[config.mk]
export PLATFORM = sky130hd
export DESIGN_NAME = tap_debounce_edge
export DESIGN_NICKNAME = d
export VERILOG_FILES = /design/src/rtl/tap_debounce_pkg.sv /design/src/rtl/sat_cnt_tdb.sv /design/src/rtl/tap_debounce_edge.sv
export SDC_FILE = /design/constraint.sdc
export NUM_CORES = 1
export LEC_CHECK = 0
export CORE_ASPECT_RATIO = 1.5
export CORE_MARGIN = 3
export CORE_UTILIZATION = 55
export CTS_CLUSTER_SIZE = 10
export DETAILED_ROUTE_END_ITERATION = 10
export GPL_TIMING_DRIVEN = 0
export PLACE_DENSITY = 0.84
export SLEW_MARGIN = 20
export SYNTH_ARGS = -nofsm -noshare
export SYNTH_HDL_FRONTEND = slang
export SYNTH_SLANG_ARGS = --single-unit
[constraint.sdc]
create_clock -name CLK_I -period 6.1 [get_ports CLK_I]
set_clock_uncertainty 0.1 [all_clocks]
set_input_delay 1.22 -clock CLK_I [delete_from_list [all_inputs] [get_ports CLK_I]]
set_output_delay 1.22 -clock CLK_I [all_outputs]
set_load 0.1 [all_outputs]
[src/rtl/tap_debounce_pkg.sv]
// tap_debounce_pkg: FSM state encoding and hold-counter sizing for tap_debounce_edge
package tap_debounce_pkg;
    typedef enum logic [1:0] {
        ST_LOW    = 2'd0,
        ST_HOLD_H = 2'd1,
        ST_HIGH   = 2'd2,
        ST_HOLD_L = 2'd3
    } state_t;

    function automatic int clog2(input int v);
        int r;
        for (r = 0; (1 << r) < v; r++) begin
        end
        return r;
    endfunction

    function automatic int hold_w(input int h);
        return (clog2(h) < 1) ? 1 : clog2(h);
    endfunction
endpackage

[src/rtl/sat_cnt_tdb.sv]
// sat_cnt_tdb: saturating up-counter with synchronous clear that overrides increment
module sat_cnt_tdb #(
    parameter int CNT_W = 16
) (
    input  logic             CLK_I,
    input  logic             RSTN_I,
    input  logic             INC_I,
    input  logic             CLR_I,
    output logic [CNT_W-1:0] CNT_O
);
    always_ff @(posedge CLK_I or negedge RSTN_I)
        if (!RSTN_I) CNT_O <= '0;
        else if (CLR_I) CNT_O <= '0;
        else if (INC_I && !(&CNT_O)) CNT_O <= CNT_O + 1'b1;
endmodule

[src/rtl/tap_debounce_edge.sv]
// tap_debounce_edge: all-taps-agree debouncer with post-edge lockout, edge/glitch pulses and counters
module tap_debounce_edge
    import tap_debounce_pkg::*;
#(
    parameter int LEN     = 4,
    parameter int HOLDOFF = 8,
    parameter int CNT_W   = 16
) (
    input  logic             CLK_I,
    input  logic             RSTN_I,
    input  logic [LEN-1:0]   TAPS_NEW2OLD_I,
    input  logic             CNT_CLR_I,
    output logic             LEVEL_O,
    output logic             RISE_O,
    output logic             FALL_O,
    output logic             GLITCH_O,
    output logic [CNT_W-1:0] EDGE_CNT_O,
    output logic [CNT_W-1:0] GLITCH_CNT_O
);
    localparam int HW = hold_w(HOLDOFF);
    localparam logic [HW-1:0] HOLD_INIT = HW'((HOLDOFF == 0) ? 0 : HOLDOFF - 1);

    state_t        state_q, state_d;
    logic [HW-1:0] hold_q, hold_d;
    logic          pend_q, pend_d;
    logic          rise_d, fall_d, glitch_d, level_d;
    logic          all_hi, all_lo, any_hi, any_lo;

    assign all_hi = &TAPS_NEW2OLD_I;
    assign all_lo = ~|TAPS_NEW2OLD_I;
    assign any_hi = |TAPS_NEW2OLD_I;
    assign any_lo = ~&TAPS_NEW2OLD_I;

    always_comb begin
        state_d  = state_q;
        hold_d   = hold_q;
        pend_d   = pend_q;
        rise_d   = 1'b0;
        fall_d   = 1'b0;
        glitch_d = 1'b0;
        case (state_q)
            ST_LOW: begin
                if (all_hi) begin
                    rise_d  = 1'b1;
                    pend_d  = 1'b0;
                    hold_d  = HOLD_INIT;
                    state_d = (HOLDOFF == 0) ? ST_HIGH : ST_HOLD_H;
                end else if (any_hi) begin
                    pend_d = 1'b1;
                end else if (pend_q && all_lo) begin
                    glitch_d = 1'b1;
                    pend_d   = 1'b0;
                end
            end
            ST_HIGH: begin
                if (all_lo) begin
                    fall_d  = 1'b1;
                    pend_d  = 1'b0;
                    hold_d  = HOLD_INIT;
                    state_d = (HOLDOFF == 0) ? ST_LOW : ST_HOLD_L;
                end else if (any_lo) begin
                    pend_d = 1'b1;
                end else if (pend_q && all_hi) begin
                    glitch_d = 1'b1;
                    pend_d   = 1'b0;
                end
            end
            // Lockout: taps are ignored entirely until the hold count expires
            default: begin
                pend_d  = 1'b0;
                hold_d  = (hold_q == '0) ? hold_q : hold_q - 1'b1;
                state_d = (hold_q != '0) ? state_q : (state_q == ST_HOLD_H) ? ST_HIGH : ST_LOW;
            end
        endcase
    end

    assign level_d = (state_d == ST_HOLD_H) || (state_d == ST_HIGH);

    always_ff @(posedge CLK_I or negedge RSTN_I)
        if (!RSTN_I) begin
            state_q  <= ST_LOW;
            hold_q   <= '0;
            pend_q   <= 1'b0;
            LEVEL_O  <= 1'b0;
            RISE_O   <= 1'b0;
            FALL_O   <= 1'b0;
            GLITCH_O <= 1'b0;
        end else begin
            state_q  <= state_d;
            hold_q   <= hold_d;
            pend_q   <= pend_d;
            LEVEL_O  <= level_d;
            RISE_O   <= rise_d;
            FALL_O   <= fall_d;
            GLITCH_O <= glitch_d;
        end

    sat_cnt_tdb #(.CNT_W(CNT_W)) u_edge_cnt (
        .CLK_I (CLK_I),
        .RSTN_I(RSTN_I),
        .INC_I (rise_d | fall_d),
        .CLR_I (CNT_CLR_I),
        .CNT_O (EDGE_CNT_O)
    );

    sat_cnt_tdb #(.CNT_W(CNT_W)) u_glitch_cnt (
        .CLK_I (CLK_I),
        .RSTN_I(RSTN_I),
        .INC_I (glitch_d),
        .CLR_I (CNT_CLR_I),
        .CNT_O (GLITCH_CNT_O)
    );
endmodule
==> out/metrics.csv, run 1 <==
stage;metric;value;unit
critical_path;Slowest Stage Delay on Critical Path;0.46;ns
flow_run;max cap viols;0;
clock_network;Post-CTS Hold Buffers;0;
die;die area;4820;µm²
synthesis;Netlist Area Pre-Place;2200;µm²
power;Power Internal;0.000521;W
timing;Final WS setup;2.67;ns
synthesis;adder-cell share of the synthesized area;2.27;%
synthesis;Post-Syn Instances;228;
clock_network;CTS H-tree lvls;2;
routing;WL per Instance;15.5;µm
hold_path;HP Class;flip-flop to flip-flop;
power;switch share;28.6;%
global_route;antenna violations before repair;0;
critical_path;Crit. End Element;flip-flop;
clock_network;CTS tree;done;
synthesis;Post-synth ARST share;100;%
synthesis;Post-synth EDFFs;0;
clock_network;Max clock buf depth;2;
timing;Hold Violations, Final;0;
die;Row Count;27;
critical_path;crit path cell chain;clkdlybuf4s50_1, nor4_4, o211ai_1, or3_1, buf_2, or3_1, a21oi_1;
status;status;finished, final reports clean;
synthesis;Simple-Gate Fraction of Synth Area;29.0;%
routing;total vias in the final route;1958;
timing;minimum clock period;3.43;ns
clock_network;total CTS buffers;5;
global_route;first-pass GRT wire length;8.39;mm
clock_network;clock root buffer;clkbuf_8;
timing;Final setup viols;0;
timing;hold_ws;0.383;ns
die;Die W;57.7;µm
synthesis;main combinational cell family by area after synthesis;simple AND/OR/NAND/NOR gates;
placement;IO Port Bufs;41;
synthesis;syn avg cell area;9.67;µm²
timing;Slew HR;34.9;%
placement;dpl ws;2.39;ns
critical_path;largest delay contributor family on the critical path;simple AND/OR/NAND/NOR gates;
clock_network;clock tree sinks;42;
critical_path;CP required;6.22;ns
die;chip height;83.5;µm
critical_path;Critical-path top delay cell;or3_1;
cells_and_area;layout cell share with drive strength beyond 1;7.19;%
synthesis;post-synthesis mux area share;3.01;%
power;Seq pwr share;42.9;%
power;switching power total;0.000209;W
synthesis;warnings from Yosys;0;
power;worst vdd ir;0.303;mV
routing;final wirelength;4.98;mm
global_route;largest net degree at the start of global routing;30;
synthesis;Synth cell types;45;
critical_path;CP Data Arrival Time;3.55;ns
clock_network;Clock Latency Late Sink;0.29;ns
die;core region area;3750;µm²
power;Logic pwr share;20.0;%
power;power per cell area;258;nW/µm²
clock_network;setup bufs post-CTS;0;
critical_path;Buf+Inv Stages, Crit Path;2;
timing;setup TNS after final layout;0;ns
timing;fin crit share;56.2;%
critical_path;CP Launch Type;input port;
global_route;Overflow after GRT;0;
cells_and_area;Layout area overhead;28.2;%
placement;Placer Congestion;0.809;
cells_and_area;post-layout net count;288;
routing;# DRC;0;
timing;actual slew at the worst max-slew pin;0.974;ns
synthesis;post-synthesis sequential area ratio;47.7;%
cells_and_area;multi-input logic area;1090;µm²
cells_and_area;Finished Core Util;75.4;%
critical_path;critical path fanouts, max;10;
cells_and_area;FILL cells;282;
routing;Via-to-Cell Ratio;6.10;
synthesis;Synth Net Count;239;
die;Ports;43;
routing;DRT iter0 DRCs;70;
clock_network;# resized after CTS;0;
synthesis;Post-Synth XOR/XNOR Area;6.75;%
die;initial core utilization;58.8;%
cells_and_area;Reg area;1050;µm²
power;LEAKAGE;1.07;nW
critical_path;Worst path most repeated cell;or3_1;
synthesis;Main synth FF type;dfrtp_1;
global_route;aggregate global-route resource usage;21.9;%
routing;Initial DRT Pass Iterations;4;
timing;fin. max-slew vios;0;
global_route;vias in the first global route;1882;
power;Clk pwr share;37.1;%
cells_and_area;diodes inserted;0;
critical_path;type of the worst setup path;input port to flip-flop;
timing;RSZ-0062 raised after global routing;no;
routing;post-route ant nets;0;
synthesis;complex-gate fraction of the synthesized area;8.29;%
synthesis;synthesis-stage register bit count;42;
placement;DP HPWL;3.55;mm
clock_network;Clock transition at path regs;0.08;ns
timing;Max Freq;292;MHz
[synthesized netlist by cell type, drive strengths merged (3+ instances only)]
cell,count,area share (%)
dfrtp,42,48
xnor2,14,5.6
a31oi,3,0.85
clkbuf,5,0.85
nand3,8,1.8
nand4,10,3.1
nand2,11,1.9
mux2i,4,1.8
xor2,3,1.2
inv,9,1.5
or4,7,2.6
nor3,9,2.0
and4,4,1.6
a21oi,11,2.5
ha,4,2.3
or3,5,1.4
buf,3,0.62
nor2,28,4.8
o21ai,9,2.0
nor4,15,4.9
[through the flow]
step	std cells	total power, W	cell area [µm²]
floorplan	228	0.000423	2200
global placement	312	0.000458	2670
detailed placement	313	0.000467	2680
CTS	321	0.000737	2830
global route	321	0.000765	2830
finish	321	0.000731	2830
[worst reg2reg max path, delay by kind of cell (launching register included)]
family | cells | cell delay (ns)
simple gates | 2 | 0.81
buf+inv | 3 | 0.62
compound gates | 2 | 0.45
flops | 1 | 0.36
[layer usage]
metal	up-vias	global-route usage (%)	share of wire [%]
met2	54	40.3	53
li1	940	-	-
met5	-	0	0
met4	0	8.44	1.9
met3	11	5.42	4.8
met1	953	22.9	40
[path summary, 6_finish.rpt]
kind                                    from                     to  slack (ns)  cells after the start
min in group asynchronous             RSTN_I  u_glitch_cnt.CNT_O[8]        0.71                      1
max in group asynchronous             RSTN_I    u_edge_cnt.CNT_O[8]        4.73                      2
max                        TAPS_NEW2OLD_I[1]  u_glitch_cnt.CNT_O[4]        2.67                      7
min reg2reg                        hold_q[0]              hold_q[0]        0.38                      1
max reg2reg                       state_q[0]  u_glitch_cnt.CNT_O[4]        3.70                      7
min                                hold_q[0]              hold_q[0]        0.38                      1
[flip-flops by register name, indices dropped and copies added (netlist names)]
| name | flops |
|---|---|
| u_edge_cnt.CNT_O | 16 |
| u_glitch_cnt.CNT_O | 16 |
| hold_q | 3 |
| state_q | 2 |
| FALL_O | 1 |
| GLITCH_O | 1 |
| LEVEL_O | 1 |
| RISE_O | 1 |
| pend_q | 1 |
[power by group through the flow]
stage | combinational (W) | sequential, W | clock [W]
floorplan | 0.0000722 | 0.000351 | 0
global placement | 0.000140 | 0.000317 | 0
detailed placement | 0.000147 | 0.000319 | 0
CTS | 0.000149 | 0.000314 | 0.000275
global route | 0.000163 | 0.000316 | 0.000286
finish | 0.000146 | 0.000313 | 0.000271
[logic make-up after synthesis]
family / Yosys count
AND/OR/NAND/NOR: 111
flip-flops: 42
AO/OA/AOI/OAI: 31
XOR/XNOR: 17
buffers and inverters: 17
multiplexers: 6
adder cells (fa/ha/maj): 4
[layout make-up]
class / count / share of cell area, %
Clock inverter: 2 / 2.12
Multi-Input combinational cell: 169 / 38.5
Tap cell: 43 / 1.90
Timing Repair Buffer: 42 / 15.1
Clock buffer: 6 / 2.92
Buffer: 8 / 1.15
Sequential cell: 42 / 37.2
Inverter: 9 / 1.20
[cell usage in the layout (no fill, tap or decap), drive strengths merged, types with 8 or more instances in the layout]
master,count
a21oi,11
xnor2,14
nor4,15
clkdlybuf4s50,40
nand4,10
o21ai,9
nand3,8
inv,9
nand2,11
dfrtp,42
nor2,28
clkbuf,11
nor3,9
Power figures use the tool's default switching activity.
==> run 2, diff against run 1 <==
--- a/config.mk
+++ b/config.mk
@@ -7,11 +7,11 @@
 export LEC_CHECK = 0
 export CORE_ASPECT_RATIO = 1.5
 export CORE_MARGIN = 3
-export CORE_UTILIZATION = 55
+export CORE_UTILIZATION = 46
 export CTS_CLUSTER_SIZE = 10
 export DETAILED_ROUTE_END_ITERATION = 10
 export GPL_TIMING_DRIVEN = 0
-export PLACE_DENSITY = 0.84
+export PLACE_DENSITY = 0.75
 export SLEW_MARGIN = 20
 export SYNTH_ARGS = -nofsm -noshare
 export SYNTH_HDL_FRONTEND = slang
==> constraint.sdc (replaced) <==
create_clock -name CLK_I -period 3 [get_ports CLK_I]
set_clock_uncertainty 0.1 [all_clocks]
set_input_delay 0.6 -clock CLK_I [delete_from_list [all_inputs] [get_ports CLK_I]]
set_output_delay 0.6 -clock CLK_I [all_outputs]
set_load 0.1 [all_outputs]
==> out/metrics.csv, run 2 (same netlist as run 1, synthesis figures left out) <==
stage;metric;value;unit;change
status;status;finished, final reports clean;;
clock_network;total CTS buffers;5;;unchanged
clock_network;Clock transition at path regs;0.09;ns;about the same
timing;minimum clock period;2.81;ns;
critical_path;critical path fanouts, max;6;;-4
critical_path;CP Launch Type;input port;;
cells_and_area;FILL cells;408;;+45%
timing;RSZ-0062 raised after global routing;no;;
critical_path;Buf+Inv Stages, Crit Path;2;;unchanged
critical_path;Slowest Stage Delay on Critical Path;0.55;ns;+0.09 ns
die;die area;5680;µm²;+18%
routing;post-route ant nets;0;;unchanged
global_route;grt met2 use;31.2;%;-9.2 points
critical_path;CP Data Arrival Time;2.92;ns;-0.63 ns
global_route;largest net degree at the start of global routing;33;;+10%
routing;final wirelength;4.89;mm;-1.9%
critical_path;crit path cell chain;clkdlybuf4s50_1, nor4_4, o211ai_1, buf_4, or4_4, or3_1, a21oi_1;;
global_route;vias in the first global route;1873;;-0.48%
die;chip height;90.8;µm;+8.7%
die;Row Count;30;;+11%
global_route;met1 GRT Util;19.7;%;-3.2 points
power;power per cell area;466;nW/µm²;+80%
critical_path;type of the worst setup path;input port to flip-flop;;
global_route;aggregate global-route resource usage;17.5;%;-4.4 points
timing;fin. max-slew vios;0;;unchanged
global_route;antenna violations before repair;0;;unchanged
global_route;busiest grt layer;met2;;
critical_path;Critical-path top delay cell;or4_4;;
clock_network;clock tree sinks;42;;unchanged
flow_run;max cap viols;0;;unchanged
routing;Initial DRT Pass Iterations;4;;unchanged
power;worst vdd ir;0.366;mV;+21%
routing;# DRC;0;;unchanged
global_route;first-pass GRT wire length;8.19;mm;-2.4%
critical_path;CP required;3.12;ns;-3.10 ns
timing;Hold Violations, Final;0;;unchanged
cells_and_area;layout cell share with drive strength beyond 1;7.50;%;+0.31 points
routing;total vias in the final route;1930;;-1.4%
timing;actual slew at the worst max-slew pin;0.978;ns;+0.00439 ns
clock_network;Clock Latency Late Sink;0.30;ns;about the same
hold_path;HP Class;input port to async pin;;
clock_network;CTS H-tree lvls;2;;unchanged
timing;fin crit share;93.6;%;
cells_and_area;commonest non-fill, non-tap cell in the layout;dfrtp_1;;
clock_network;Max clock buf depth;2;;unchanged
routing;Via-to-Cell Ratio;5.61;;-8.0%
timing;Final setup viols;0;;unchanged
critical_path;Crit. End Element;flip-flop;;
cells_and_area;diodes inserted;0;;unchanged
placement;IO Port Bufs;41;;unchanged
clock_network;clock root buffer;clkbuf_8;;
critical_path;largest delay contributor family on the critical path;simple AND/OR/NAND/NOR gates;;
critical_path;Worst R2R Setup Slack;0.65;ns;-3.05 ns
die;initial core utilization;48.1;%;-11 points
cells_and_area;Layout area overhead;27.8;%;
routing;WL per Instance;14.2;µm;-8.4%
global_route;Overflow after GRT;0;;unchanged
power;LEAKAGE;1.05;nW;-1.4%
cells_and_area;most frequent cells in the layout;42 x dfrtp_1, 40 x clkdlybuf4s50_1, 28 x nor2_1, 14 x xnor2_1, 14 x nor4_1;;
timing;hold_ws;0.0624;ns;-0.320 ns
cells_and_area;post-layout net count;290;;+0.69%
global_route;GR Util met3;3.99;%;-1.4 points
clock_network;# resized after CTS;0;;unchanged
die;core region area;4580;µm²;+22%
timing;Slew HR;34.6;%;-0.29 points
die;Ports;43;;unchanged
clock_network;CTS tree;done;;
cells_and_area;Top Registers;u_edge_cnt.CNT_O (16), u_glitch_cnt.CNT_O (16), hold_q (3);;
clock_network;Post-CTS Hold Buffers;0;;unchanged
placement;Placer Congestion;0.867;;+7.2%
placement;DP HPWL;3.51;mm;-1.2%
timing;Max Freq;356;MHz;
timing;setup TNS after final layout;0;ns;unchanged
routing;DRT iter0 DRCs;98;;+40%
die;Die W;62.5;µm;+8.4%
-- run 2: cell count changes in the layout (fill, tap and decap cells not counted) --
cell	delta
bufinv_16	-2
clkinv_2	+1
clkbuf_1	+1
buf_4	+2
-- run 2: cell type report --
class                           instances  area, µm²  area share, %
Multi-Input combinational cell        169       1090           38.6
Sequential cell                        42       1050           37.3
Timing Repair Buffer                   44        440           15.6
Clock buffer                            7       86.3           3.07
Tap cell                               64       80.1           2.84
Inverter                                9       33.8           1.20
Buffer                                  8       32.5           1.16
Clock inverter                          1       5.00          0.178
-- run 2: worst reg2reg max path, cell delays in order, from the launching register on --
cell     delay (ns)
dfrtp_1        0.48
nand4_2        0.20
or4_1          0.56
or4_4          0.47
or3_1          0.33
a21oi_1        0.14
-- run 2: layer usage --
layer / vias to the layer above / share of wire [%]
met2: 60 / 52
met3: 7 / 5.0
li1: 939 / -
met5: - / 0
met1: 924 / 41
met4: 0 / 1.3
-- run 2: worst paths after layout --
kind,from,end,cells past startpoint
max in group asynchronous,RSTN_I,u_edge_cnt.CNT_O[4],2
setup reg to reg,u_glitch_cnt.CNT_O[2],u_glitch_cnt.CNT_O[15],5
hold reg to reg,hold_q[0],hold_q[0],1
setup / recovery,TAPS_NEW2OLD_I[1],u_glitch_cnt.CNT_O[15],7
hold / removal,RSTN_I,u_glitch_cnt.CNT_O[6],1
min in group CLK_I,hold_q[0],hold_q[0],1
-- run 2: what timing repair did --
item,4_1_cts,5_1_grt
setup endpoints to repair,0,3
endpoints found under the hold margin,0,0
setup buffers,0,2
-- run 2: report_power, final --
part / switching (W) / total [W] / internal (W)
sequential: 0.0000219 / 0.000637 / 0.000615
combinational: 0.000202 / 0.000294 / 0.0000920
clock: 0.000195 / 0.000381 / 0.000186
total: 0.000419 / 0.00131 / 0.000893
-- run 2: through the flow --
| step | setup WS [ns] | cells | total power (W) | cell area, µm² | util [%] |
|---|---|---|---|---|---|
| finish | 0.193 | 344 | 0.00131 | 2820 | 61.5 |
| global route | 0.0727 | 344 | 0.00139 | 2820 | 61.5 |
| CTS | 0.187 | 342 | 0.00132 | 2800 | 61.2 |
| detailed placement | -0.129 | 334 | 0.000941 | 2710 | 59.2 |
| global placement | -0.0985 | 333 | 0.000932 | 2700 | 58.9 |
| floorplan | 0.141 | 228 | 0.000861 | 2200 | - |
